$ cat src/rtl/di_uart_host_if.sv
// Signal bundle between the UART/DI bridge and its surroundings: UART byte ports plus the
// DI initiator bus. The bridge uses the master view; the UART and the terminal use slave.
interface di_uart_host_if;
    logic [7:0]  rx_data;
    logic        re;
    logic [7:0]  tx_data;
    logic        we;
    logic        tx_busy;
    logic [15:0] di_term_addr;
    logic [31:0] di_reg_addr;
    logic        di_read_mode;
    logic        di_read_req;
    logic        di_read;
    logic        di_write_mode;
    logic        di_write;
    logic [15:0] di_reg_datai;
    logic [15:0] di_reg_datao;
    logic        di_read_rdy;
    logic        di_write_rdy;
    logic [15:0] di_transfer_status;

    modport master (
        input  rx_data, re, tx_busy, di_reg_datao, di_read_rdy, di_write_rdy,
               di_transfer_status,
        output tx_data, we, di_term_addr, di_reg_addr, di_read_mode, di_read_req, di_read,
               di_write_mode, di_write, di_reg_datai
    );

    modport slave (
        output rx_data, re, tx_busy, di_reg_datao, di_read_rdy, di_write_rdy,
               di_transfer_status,
        input  tx_data, we, di_term_addr, di_reg_addr, di_read_mode, di_read_req, di_read,
               di_write_mode, di_write, di_reg_datai
    );
endinterface

$ cat src/rtl/di_uart_host.sv
// UART-to-DI command bridge: parses write/read packets from UART RX, runs the DI
// transfers, and returns read data plus the final transfer status over UART TX.
module di_uart_host #(
    parameter int unsigned TIMEOUT_CYCLES = 65535
) (
    input logic            ifclk,
    input logic            reset,
    di_uart_host_if.master bus
);
    typedef enum logic [3:0] {
        StIdle, StHdr, StWrData, StWrXfer, StRdReq, StRdWait, StTxLo, StTxHi, StStLo, StStHi
    } state_e;

    localparam logic [15:0] TmoLast = 16'(TIMEOUT_CYCLES - 1);

    state_e      state_q, state_d;
    logic [55:0] hdr_q, hdr_d;
    logic [2:0]  hdr_cnt_q, hdr_cnt_d;
    logic        is_read_q, is_read_d;
    logic        hi_byte_q, hi_byte_d;
    logic        dead_q, dead_d;
    logic [15:0] wait_q, wait_d;
    logic [15:0] cnt_q, cnt_d;
    logic [15:0] data_q, data_d;
    logic [15:0] status_q, status_d;
    logic [15:0] term_q, term_d;
    logic [31:0] addr_q, addr_d;
    logic        rd_mode_q, rd_mode_d, wr_mode_q, wr_mode_d;
    logic        rd_req_q, rd_req_d;
    logic        we_q, we_d;
    logic [7:0]  tx_data_q, tx_data_d;
    logic        counting, hit, tmo, tx_ok, di_read_c, di_write_c;

    always_comb begin
        state_d    = state_q;
        hdr_d      = hdr_q;
        hdr_cnt_d  = hdr_cnt_q;
        is_read_d  = is_read_q;
        hi_byte_d  = hi_byte_q;
        dead_d     = dead_q;
        cnt_d      = cnt_q;
        data_d     = data_q;
        status_d   = status_q;
        term_d     = term_q;
        addr_d     = addr_q;
        rd_mode_d  = rd_mode_q;
        wr_mode_d  = wr_mode_q;
        rd_req_d   = 1'b0;
        we_d       = 1'b0;
        tx_data_d  = tx_data_q;
        counting   = 1'b0;
        hit        = 1'b0;
        di_read_c  = 1'b0;
        di_write_c = 1'b0;
        tmo        = (wait_q == TmoLast);
        // One-cycle gap after each we so the UART has time to raise tx_busy.
        tx_ok      = !bus.tx_busy && !we_q;

        unique case (state_q)
            StIdle: begin
                if (bus.re && (bus.rx_data == 8'h01 || bus.rx_data == 8'h02)) begin
                    is_read_d = bus.rx_data[1];
                    hdr_cnt_d = '0;
                    state_d   = StHdr;
                end
            end
            StHdr: begin
                counting = 1'b1;
                if (bus.re) begin
                    hit       = 1'b1;
                    hdr_d     = {hdr_q[47:0], bus.rx_data};
                    hdr_cnt_d = hdr_cnt_q + 3'd1;
                    if (hdr_cnt_q == 3'd7) begin
                        term_d    = hdr_q[55:40];
                        addr_d    = hdr_q[39:8];
                        cnt_d     = {hdr_q[7:0], bus.rx_data};
                        hi_byte_d = 1'b0;
                        if (is_read_q) begin
                            rd_mode_d = 1'b1;
                            rd_req_d  = 1'b1;
                            state_d   = StRdReq;
                        end else begin
                            wr_mode_d = 1'b1;
                            state_d   = StWrData;
                        end
                    end
                end else if (tmo) begin
                    state_d = StIdle;
                end
            end
            StWrData: begin
                if (cnt_q == '0) begin
                    status_d  = bus.di_transfer_status;
                    wr_mode_d = 1'b0;
                    state_d   = StStLo;
                end else begin
                    counting = 1'b1;
                    if (bus.re) begin
                        hit = 1'b1;
                        if (!hi_byte_q) begin
                            data_d[7:0] = bus.rx_data;
                            hi_byte_d   = 1'b1;
                        end else begin
                            data_d[15:8] = bus.rx_data;
                            hi_byte_d    = 1'b0;
                            dead_d       = 1'b0;
                            state_d      = StWrXfer;
                        end
                    end else if (tmo) begin
                        wr_mode_d = 1'b0;
                        state_d   = StIdle;
                    end
                end
            end
            StWrXfer: begin
                if (dead_q) begin
                    dead_d = 1'b0;
                    if (cnt_q == '0) begin
                        status_d  = bus.di_transfer_status;
                        wr_mode_d = 1'b0;
                        state_d   = StStLo;
                    end else begin
                        state_d = StWrData;
                    end
                end else begin
                    counting = 1'b1;
                    if (bus.di_write_rdy) begin
                        hit        = 1'b1;
                        di_write_c = 1'b1;
                        dead_d     = 1'b1;
                        addr_d     = addr_q + 32'd1;
                        cnt_d      = cnt_q - 16'd1;
                    end else if (tmo) begin
                        status_d  = 16'hFFFF;
                        wr_mode_d = 1'b0;
                        state_d   = StStLo;
                    end
                end
            end
            StRdReq: begin
                if (cnt_q == '0) begin
                    status_d  = bus.di_transfer_status;
                    rd_mode_d = 1'b0;
                    state_d   = StStLo;
                end else begin
                    state_d = StRdWait;
                end
            end
            StRdWait: begin
                counting = 1'b1;
                if (bus.di_read_rdy) begin
                    hit       = 1'b1;
                    di_read_c = 1'b1;
                    data_d    = bus.di_reg_datao;
                    addr_d    = addr_q + 32'd1;
                    cnt_d     = cnt_q - 16'd1;
                    state_d   = StTxLo;
                end else if (tmo) begin
                    status_d  = 16'hFFFF;
                    rd_mode_d = 1'b0;
                    state_d   = StStLo;
                end
            end
            StTxLo: begin
                if (tx_ok) begin
                    we_d      = 1'b1;
                    tx_data_d = data_q[7:0];
                    state_d   = StTxHi;
                end
            end
            StTxHi: begin
                if (tx_ok) begin
                    we_d      = 1'b1;
                    tx_data_d = data_q[15:8];
                    if (cnt_q == '0) begin
                        status_d  = bus.di_transfer_status;
                        rd_mode_d = 1'b0;
                        state_d   = StStLo;
                    end else begin
                        state_d = StRdWait;
                    end
                end
            end
            StStLo: begin
                if (tx_ok) begin
                    we_d      = 1'b1;
                    tx_data_d = status_q[7:0];
                    state_d   = StStHi;
                end
            end
            StStHi: begin
                if (tx_ok) begin
                    we_d      = 1'b1;
                    tx_data_d = status_q[15:8];
                    state_d   = StIdle;
                end
            end
            default: state_d = StIdle;
        endcase

        // Timer measures idle cycles within one waiting state; any progress reloads it.
        wait_d = (counting && !hit && state_d == state_q) ? wait_q + 16'd1 : '0;
    end

    always_ff @(posedge ifclk or posedge reset) begin
        if (reset) begin
            state_q   <= StIdle;
            hdr_q     <= '0;
            hdr_cnt_q <= '0;
            is_read_q <= 1'b0;
            hi_byte_q <= 1'b0;
            dead_q    <= 1'b0;
            wait_q    <= '0;
            cnt_q     <= '0;
            data_q    <= '0;
            status_q  <= '0;
            term_q    <= '0;
            addr_q    <= '0;
            rd_mode_q <= 1'b0;
            wr_mode_q <= 1'b0;
            rd_req_q  <= 1'b0;
            we_q      <= 1'b0;
            tx_data_q <= '0;
        end else begin
            state_q   <= state_d;
            hdr_q     <= hdr_d;
            hdr_cnt_q <= hdr_cnt_d;
            is_read_q <= is_read_d;
            hi_byte_q <= hi_byte_d;
            dead_q    <= dead_d;
            wait_q    <= wait_d;
            cnt_q     <= cnt_d;
            data_q    <= data_d;
            status_q  <= status_d;
            term_q    <= term_d;
            addr_q    <= addr_d;
            rd_mode_q <= rd_mode_d;
            wr_mode_q <= wr_mode_d;
            rd_req_q  <= rd_req_d;
            we_q      <= we_d;
            tx_data_q <= tx_data_d;
        end
    end

    assign bus.tx_data       = tx_data_q;
    assign bus.we            = we_q;
    assign bus.di_term_addr  = term_q;
    assign bus.di_reg_addr   = addr_q;
    assign bus.di_read_mode  = rd_mode_q;
    assign bus.di_read_req   = rd_req_q;
    assign bus.di_read       = di_read_c;
    assign bus.di_write_mode = wr_mode_q;
    assign bus.di_write      = di_write_c;
    assign bus.di_reg_datai  = data_q;
endmodule

$ cat src/flat_wrapper.sv
// flat-port wrapper written by rule: the top's interface ports become plain ports
module di_uart_host_flat 
#(
    parameter int unsigned TIMEOUT_CYCLES = 65535
)
  (ifclk, reset, bus_rx_data, bus_re, bus_tx_busy, bus_di_reg_datao, bus_di_read_rdy, bus_di_write_rdy, bus_di_transfer_status, bus_tx_data, bus_we, bus_di_term_addr, bus_di_reg_addr, bus_di_read_mode, bus_di_read_req, bus_di_read, bus_di_write_mode, bus_di_write, bus_di_reg_datai);
  di_uart_host_if bus_i ();
  input logic ifclk;
  input logic reset;
  input wire logic [$bits(bus_i.rx_data)-1:0] bus_rx_data;
  input wire logic [$bits(bus_i.re)-1:0] bus_re;
  input wire logic [$bits(bus_i.tx_busy)-1:0] bus_tx_busy;
  input wire logic [$bits(bus_i.di_reg_datao)-1:0] bus_di_reg_datao;
  input wire logic [$bits(bus_i.di_read_rdy)-1:0] bus_di_read_rdy;
  input wire logic [$bits(bus_i.di_write_rdy)-1:0] bus_di_write_rdy;
  input wire logic [$bits(bus_i.di_transfer_status)-1:0] bus_di_transfer_status;
  output wire logic [$bits(bus_i.tx_data)-1:0] bus_tx_data;
  output wire logic [$bits(bus_i.we)-1:0] bus_we;
  output wire logic [$bits(bus_i.di_term_addr)-1:0] bus_di_term_addr;
  output wire logic [$bits(bus_i.di_reg_addr)-1:0] bus_di_reg_addr;
  output wire logic [$bits(bus_i.di_read_mode)-1:0] bus_di_read_mode;
  output wire logic [$bits(bus_i.di_read_req)-1:0] bus_di_read_req;
  output wire logic [$bits(bus_i.di_read)-1:0] bus_di_read;
  output wire logic [$bits(bus_i.di_write_mode)-1:0] bus_di_write_mode;
  output wire logic [$bits(bus_i.di_write)-1:0] bus_di_write;
  output wire logic [$bits(bus_i.di_reg_datai)-1:0] bus_di_reg_datai;
  assign bus_i.rx_data = bus_rx_data;
  assign bus_i.re = bus_re;
  assign bus_i.tx_busy = bus_tx_busy;
  assign bus_i.di_reg_datao = bus_di_reg_datao;
  assign bus_i.di_read_rdy = bus_di_read_rdy;
  assign bus_i.di_write_rdy = bus_di_write_rdy;
  assign bus_i.di_transfer_status = bus_di_transfer_status;
  assign bus_tx_data = bus_i.tx_data;
  assign bus_we = bus_i.we;
  assign bus_di_term_addr = bus_i.di_term_addr;
  assign bus_di_reg_addr = bus_i.di_reg_addr;
  assign bus_di_read_mode = bus_i.di_read_mode;
  assign bus_di_read_req = bus_i.di_read_req;
  assign bus_di_read = bus_i.di_read;
  assign bus_di_write_mode = bus_i.di_write_mode;
  assign bus_di_write = bus_i.di_write;
  assign bus_di_reg_datai = bus_i.di_reg_datai;
  di_uart_host #(.TIMEOUT_CYCLES(TIMEOUT_CYCLES)) u_core (.ifclk(ifclk), .reset(reset), .bus(bus_i));
endmodule
$ cat config.mk
export PLATFORM = sky130hd
export DESIGN_NAME = di_uart_host_flat
export DESIGN_NICKNAME = d
export VERILOG_FILES = /design/src/rtl/di_uart_host_if.sv /design/src/rtl/di_uart_host.sv /design/src/flat_wrapper.sv
export SDC_FILE = /design/constraint.sdc
export NUM_CORES = 1
export LEC_CHECK = 0
export CORE_ASPECT_RATIO = 0.75
export CORE_UTILIZATION = 55
export CTS_CLUSTER_SIZE = 40
export DETAILED_ROUTE_END_ITERATION = 8
export PLACE_DENSITY = 0.9
export SYNTH_ARGS = -nofsm -noshare
export SYNTH_HDL_FRONTEND = slang
export SYNTH_SLANG_ARGS = --single-unit
$ cat constraint.sdc
create_clock -name ifclk -period 9.3 [get_ports ifclk]
set_input_delay 2.325 -clock ifclk [delete_from_list [all_inputs] [get_ports ifclk]]
set_output_delay 2.325 -clock ifclk [all_outputs]
set_load 0.05 [all_outputs]
# Word level (Yosys, flattened, before mapping)
# Cells that the tools add are included.
[op_classes]
n_addsub = 4
eq_ne = 35
n_mux = 98
reduce_logical = 35
[op_table]
columns = ["op", "count"]
rows = [
  ["$mux W16", 15],
  ["$mux W32", 5],
  ["$pmux W32 S3", 1],
  ["$mux W4", 17],
  ["$pmux W16 S4", 1],
  ["$mux W8", 6],
  ["$pmux W16 S3", 1],
  ["$pmux W4 S10", 1],
  ["$mux W1", 39],
  ["$add A32 B1 Y32 const B", 1],
  ["$pmux W16 S2", 1],
  ["$pmux W8 S4", 1],
  ["$reduce_and A5 Y1", 4],
  ["$ne A2 B1 Y1 const B", 9],
  ["$ne A2 B2 Y1 const B", 9],
  ["$add A16 B1 Y16 const B", 1],
  ["$eq A16 B16 Y1 const B", 1],
  ["$eq A4 B3 Y1 const B", 4],
  ["$logic_not A16 Y1", 1],
  ["$sub A16 B1 Y16 const B", 1],
  ["$reduce_and A7 Y1", 2],
  ["$reduce_bool A4 Y1", 3],
  ["$mux W3", 3],
  ["$eq A4 B2 Y1 const B", 2],
  ["other kinds (25)", 43],
]
[word_totals]
regBits = 190
in_bits = 46
output_inout_bits = 78
elab_cells = 190

# Longest topological paths before layout
[depth]
word_depth = 8
mapped_depth = 12
ltp_nobuf = 9

# Worst setup path before layout
# OpenSTA, ideal clock, no wires.
[synth_path]
path_type = "input port to output port"
from = "input port bus_di_read_rdy"
to = "output port bus_di_read"
t_arrival_ns = 2.744
path_slack_ns = 4.231
cell_stages = 2
path_buffers = 0
cell_sequence = "nand2_1 -> inv_1"
[synth_between]
elab_chain_cells = 2
[synth_rtl]
columns = ["element", "line", "source"]
rows = [
  ["from (decl)", "flat_wrapper.sv:14", "input wire logic [$bits(bus_i.di_read_rdy)-1:0] bus_di_read_rdy;"],
  ["$mux W1", "di_uart_host.sv:151", "if (bus.di_read_rdy) begin"],
  ["$mux W1", "di_uart_host.sv:59", "unique case (state_q)"],
  ["to (decl)", "flat_wrapper.sv:23", "output wire logic [$bits(bus_i.di_read)-1:0] bus_di_read;"],
]
# No other way between the ends.

# Worst setup path after layout
[layout_path]
from = "input port bus_di_write_rdy"
to = "output port bus_di_write"
[layout_between]
elab_chain_cells = 3
[layout_rtl]
columns = ["element", "line", "source"]
rows = [
  ["from (decl)", "flat_wrapper.sv:15", "input wire logic [$bits(bus_i.di_write_rdy)-1:0] bus_di_write_rdy;"],
  ["$mux W1", "di_uart_host.sv:127", "if (bus.di_write_rdy) begin"],
  ["$mux W1", "di_uart_host.sv:116", "if (dead_q) begin"],
  ["$mux W1", "di_uart_host.sv:59", ""],
  ["to (decl)", "flat_wrapper.sv:25", "output wire logic [$bits(bus_i.di_write)-1:0] bus_di_write;"],
]
# No other way between the ends.

==> metrics.txt <==
# TYPE chip_impl_metric gauge
chip_impl_metric{name="min_delay_path_depth",unit=""} 1
chip_impl_metric{name="clk_transition_reported_paths",unit="ns"} 0.07
chip_impl_metric{name="maxClockFrequency",unit="MHz"} 159
chip_impl_metric{name="drt-total-wl",unit="mm"} 24.3
chip_impl_info{name="hp-start",value="u_core.bus.tx_data[4]"} 1
chip_impl_metric{name="initial_utilization",unit=""} 0.574
chip_impl_metric{name="route.detailed.vias_per_inst",unit=""} 6.37
chip_impl_metric{name="floorplan.core_area",unit="sq mm"} 0.0164
chip_impl_metric{name="clkPwrFrac",unit=""} 0.167
chip_impl_metric{name="syn_area_per_cell",unit="sq um"} 10.1
chip_impl_metric{name="design_power_total",unit="W"} 0.00434
chip_impl_metric{name="grt_antenna_before_repair",unit=""} 0
chip_impl_metric{name="die-height",unit="um"} 115
chip_impl_metric{name="dp_worst_setup_slack",unit="ns"} 2.99
chip_impl_info{name="setup.worst_path.end_class",value="primary output"} 1
chip_impl_info{name="status",value="complete, no violations"} 1
chip_impl_metric{name="p_leak",unit="nW"} 4.75
chip_impl_metric{name="ctsLongestPathBuffers",unit=""} 2
chip_impl_metric{name="critPathMaxFanout",unit=""} 5
chip_impl_metric{name="tightest_slew",unit="ns"} 1.04
chip_impl_metric{name="powerDensity",unit="mW/mm^2"} 383
chip_impl_metric{name="htree_levels",unit=""} 4
chip_impl_metric{name="cts.hold.buffers_added",unit=""} 0
chip_impl_metric{name="area_added_between_synthesis_and_finish",unit="%"} 20.6
chip_impl_metric{name="sw_frac_of_total",unit=""} 0.473
chip_impl_metric{name="cts_sinks",unit=""} 190
chip_impl_metric{name="place.gp.congestion",unit=""} 0.921
chip_impl_metric{name="synth.distinct_cells",unit=""} 68
chip_impl_info{name="tritoncts",value="yes"} 1
chip_impl_info{name="grt_setup_unrepaired",value="false"} 1
chip_impl_metric{name="cts_post_setup_buffers_inserted",unit=""} 0
chip_impl_metric{name="cell_internal_pwr",unit="W"} 0.00229
chip_impl_info{name="cpMaxStageDelayCell",value="sky130_fd_sc_hd__clkdlybuf4s50_1"} 1
chip_impl_metric{name="drc_errors",unit=""} 0
chip_impl_metric{name="worstPathArrival",unit="ns"} 3.98
chip_impl_metric{name="antennaDiodeCount",unit=""} 0
chip_impl_metric{name="insertion_delay",unit="ns"} 0.44
chip_impl_metric{name="placement.io_buffers",unit=""} 123
chip_impl_metric{name="detailedPlacementHpwl",unit="mm"} 16.2
chip_impl_metric{name="cp.required",unit="ns"} 6.98
chip_impl_metric{name="wl_per_cell",unit="um"} 19.4
chip_impl_metric{name="hold_ws",unit="ns"} 0.501
chip_impl_metric{name="setup_total_negative_slack",unit="ns"} 0
chip_impl_metric{name="cts_made_buffers",unit=""} 17
chip_impl_metric{name="die_width",unit="um"} 153
chip_impl_info{name="cpMostUsedCell",value="sky130_fd_sc_hd__clkdlybuf4s50_1"} 1
chip_impl_metric{name="combinationalPowerShare",unit=""} 0.492
chip_impl_metric{name="final_net_count",unit=""} 1081
chip_impl_metric{name="grt_start_max_net_pins",unit=""} 80
chip_impl_metric{name="grt_first_pass_wirelength",unit="mm"} 39.2
chip_impl_metric{name="period_minus_slack",unit="ns"} 6.31
chip_impl_metric{name="share_seq_of_total_power",unit=""} 0.341
chip_impl_metric{name="synth-seq-area-share",unit=""} 0.506
chip_impl_info{name="cts_root_buf",value="sky130_fd_sc_hd__clkbuf_16"} 1
chip_impl_metric{name="row_count",unit=""} 40
chip_impl_info{name="worstSetupStartpointType",value="primary input"} 1
chip_impl_metric{name="ant_nets",unit=""} 0
chip_impl_metric{name="grt_use_total",unit=""} 0.283
chip_impl_metric{name="gate_count_after_technology_mapping",unit=""} 927
chip_impl_metric{name="finish.instance_area",unit="sq mm"} 0.0113
chip_impl_metric{name="final_worst_slack",unit="ns"} 2.99
chip_impl_metric{name="slew_viol_final",unit=""} 0
chip_impl_info{name="critPathKind",value="primary input to primary output"} 1
chip_impl_metric{name="ff2ff_setup_slack",unit="ns"} 5.26
chip_impl_metric{name="yosys_warnings",unit=""} 0
chip_impl_metric{name="hold_viol_final",unit=""} 0
chip_impl_metric{name="overall_die_area",unit="sq mm"} 0.0176
chip_impl_metric{name="boundaryPins",unit=""} 124
chip_impl_info{name="hold_class",value="register to register"} 1
chip_impl_metric{name="final.setup_skew",unit="ns"} 0.0101
chip_impl_metric{name="syn-cell-area",unit="sq mm"} 0.00939
chip_impl_info{name="timing.hold.worst_endpoint",value="u_core.bus.tx_data[4]"} 1
chip_impl_metric{name="maxSlewHeadroom",unit=""} 0.305
chip_impl_info{name="path_cells",value="clkdlybuf4s50_1 -> nand2_1 -> inv_2 -> clkdlybuf4s50_1"} 1
chip_impl_metric{name="r2r.worst_path.cells",unit=""} 7
chip_impl_metric{name="initialDrtViolationCount",unit=""} 1012
chip_impl_metric{name="cts_resized",unit=""} 0
chip_impl_metric{name="ir_worst_vdd",unit="mV"} 0.258
chip_impl_metric{name="finalCritPeriodShare",unit=""} 0.678
chip_impl_metric{name="number_of_global_route_vias_before_repair",unit=""} 7586
chip_impl_info{name="dominantRegCellSynth",value="sky130_fd_sc_hd__dfrtp_1"} 1
chip_impl_metric{name="detailedRoute.firstPassIterationCount",unit=""} 6
chip_impl_info{name="worst_reg2reg_path_startpoint",value="u_core.state_q[0]"} 1
chip_impl_metric{name="postSynthNetCount",unit=""} 979
chip_impl_metric{name="max_cap_violations",unit=""} 0
chip_impl_metric{name="placement_cell_area",unit="sq mm"} 0.0107
chip_impl_metric{name="report.final.setup_viol",unit=""} 0
chip_impl_metric{name="ys_async_rst_share",unit=""} 1.00
chip_impl_metric{name="synth_enable_flop_cells",unit=""} 0
chip_impl_metric{name="critical-path-max-stage-delay",unit="ns"} 0.81
chip_impl_metric{name="global_route.overflow_total",unit=""} 0
chip_impl_metric{name="vias",unit=""} 7976
chip_impl_metric{name="drive_above_1_share",unit=""} 0.146
chip_impl_metric{name="flip_flop_and_latch_count_after_synthesis",unit=""} 190
chip_impl_metric{name="power_switching",unit="W"} 0.00205
chip_impl_info{name="timing.rr.end",value="u_core.wait_q[4]"} 1
==> flip-flops by register name, summed over array words and instances (netlist names) <==
signal,cells
u_core.wait_q,16
u_core.dead_q,1
u_core.bus.di_term_addr,16
u_core.bus.di_write_mode,1
u_core.state_q,4
u_core.cnt_q,16
u_core.bus.di_read_req,1
u_core.hdr_cnt_q,3
u_core.bus.di_reg_addr,32
u_core.hdr_q,56
u_core.status_q,16
u_core.hi_byte_q,1
u_core.bus.tx_data,8
u_core.bus.di_read_mode,1
u_core.bus.we,1
u_core.bus.di_reg_datai,16
u_core.is_read_q,1
==> worst max-delay path by stage <==
| stage | from | to |
|---|---|---|
| final | bus_di_write_rdy | bus_di_write |
| after global routing | bus_di_write_rdy | bus_di_write |
| after CTS | bus_di_write_rdy | bus_di_write |
| after detailed placement | bus_di_write_rdy | bus_di_write |
| after global placement | bus_di_write_rdy | bus_di_write |
| after floorplan | reset | u_core.bus.di_read_mode |
==> per-stage QoR <==
stage | utilization | std cells
floorplan | - | 927
global placement | 0.657 | 1220
detailed placement | 0.657 | 1220
CTS | 0.692 | 1252
global route | 0.692 | 1252
finish | 0.692 | 1252
==> routing by layer <==
metal  vias up  wire length, um  GRT usage
met5         -                0          0
li1       3594                -          -
met3        57             1930     0.0584
met1      3939            10600      0.396
met4         0              427     0.0936
met2       386            11300      0.446
==> power groups by stage <==
stage / logic [W] / registers [W] / clock network [W]
after floorplan: 0.00110 / 0.00184 / 0
after global placement: 0.00204 / 0.00146 / 0
after detailed placement: 0.00210 / 0.00148 / 0
after CTS: 0.00213 / 0.00147 / 0.000729
after global routing: 0.00229 / 0.00151 / 0.000766
final: 0.00214 / 0.00148 / 0.000723
==> synthesized netlist by cell type, types with 5 or more instances <==
library cell                  n  share of area
sky130_fd_sc_hd__dfrtp_1    190           0.51
sky130_fd_sc_hd__a21oi_1    108          0.058
sky130_fd_sc_hd__nor2_1      80          0.032
sky130_fd_sc_hd__mux2_2      76          0.091
sky130_fd_sc_hd__nand2_1     64          0.026
sky130_fd_sc_hd__o21ai_0     61          0.033
sky130_fd_sc_hd__clkbuf_1    34          0.014
sky130_fd_sc_hd__nand3_1     34          0.018
sky130_fd_sc_hd__nor3_1      26          0.014
sky130_fd_sc_hd__inv_1       21         0.0084
sky130_fd_sc_hd__o22a_1      19          0.018
sky130_fd_sc_hd__o22ai_1     19          0.013
sky130_fd_sc_hd__nand4_1     15          0.010
sky130_fd_sc_hd__xor2_1      11          0.010
sky130_fd_sc_hd__nor3_2      10          0.011
sky130_fd_sc_hd__a2bb2oi_1    9         0.0084
sky130_fd_sc_hd__and2_1       9         0.0060
sky130_fd_sc_hd__buf_1        8         0.0032
sky130_fd_sc_hd__a22oi_1      7         0.0056
sky130_fd_sc_hd__and3_1       7         0.0047
sky130_fd_sc_hd__nand2b_1     7         0.0047
sky130_fd_sc_hd__a31oi_1      6         0.0040
sky130_fd_sc_hd__ha_1         6         0.0080
sky130_fd_sc_hd__nor4_1       6         0.0040
sky130_fd_sc_hd__o211ai_1     6         0.0048
sky130_fd_sc_hd__o21a_1       6         0.0048
sky130_fd_sc_hd__o311ai_0     6         0.0056
sky130_fd_sc_hd__xnor2_1      6         0.0056
sky130_fd_sc_hd__and4_1       5         0.0047
sky130_fd_sc_hd__buf_2        5         0.0027
sky130_fd_sc_hd__o221ai_1     5         0.0047
==> worst max-delay path, delay by kind of cell <==
family | cells | cell delay (ns)
buffers and inverters | 3 | 1.46
and+or+nand+nor | 1 | 0.19
==> layout make-up <==
cell class / count / area (sq um)
sequential: 190 / 4750
timing repair buffer: 135 / 1320
inverter: 22 / 87.6
tap: 210 / 263
clock buffer: 17 / 425
multi-input combinational: 663 / 4320
clock inverter: 15 / 153
fill: 1158 / 5040
==> kinds of logic after synthesis <==
group                    after synthesis  share of synthesized area
AO/OA/AOI/OAI                        273                      0.181
flip-flops                           190                      0.506
adder cells (fa/ha/maj)                6                    0.00799
AND/OR/NAND/NOR                      289                      0.160
buffers and inverters                 74                     0.0354
multiplexers                          78                     0.0933
XOR/XNOR                              17                     0.0159
==> cell usage in the layout, fill, tap and decap left out, types with 7 or more instances in the layout <==
master / n
sky130_fd_sc_hd__a21oi_1: 107
sky130_fd_sc_hd__a22oi_1: 7
sky130_fd_sc_hd__a2bb2oi_1: 9
sky130_fd_sc_hd__and2_1: 9
sky130_fd_sc_hd__and3_1: 7
sky130_fd_sc_hd__buf_4: 12
sky130_fd_sc_hd__clkbuf_16: 17
sky130_fd_sc_hd__clkdlybuf4s50_1: 123
sky130_fd_sc_hd__dfrtp_1: 190
sky130_fd_sc_hd__inv_1: 20
sky130_fd_sc_hd__mux2_2: 76
sky130_fd_sc_hd__nand2_1: 64
sky130_fd_sc_hd__nand3_1: 34
sky130_fd_sc_hd__nand4_1: 15
sky130_fd_sc_hd__nor2_1: 79
sky130_fd_sc_hd__nor3_1: 26
sky130_fd_sc_hd__nor3_2: 10
sky130_fd_sc_hd__o21ai_0: 61
sky130_fd_sc_hd__o22a_1: 19
sky130_fd_sc_hd__o22ai_1: 19
sky130_fd_sc_hd__xor2_1: 11
Power figures use the tool's default switching activity.
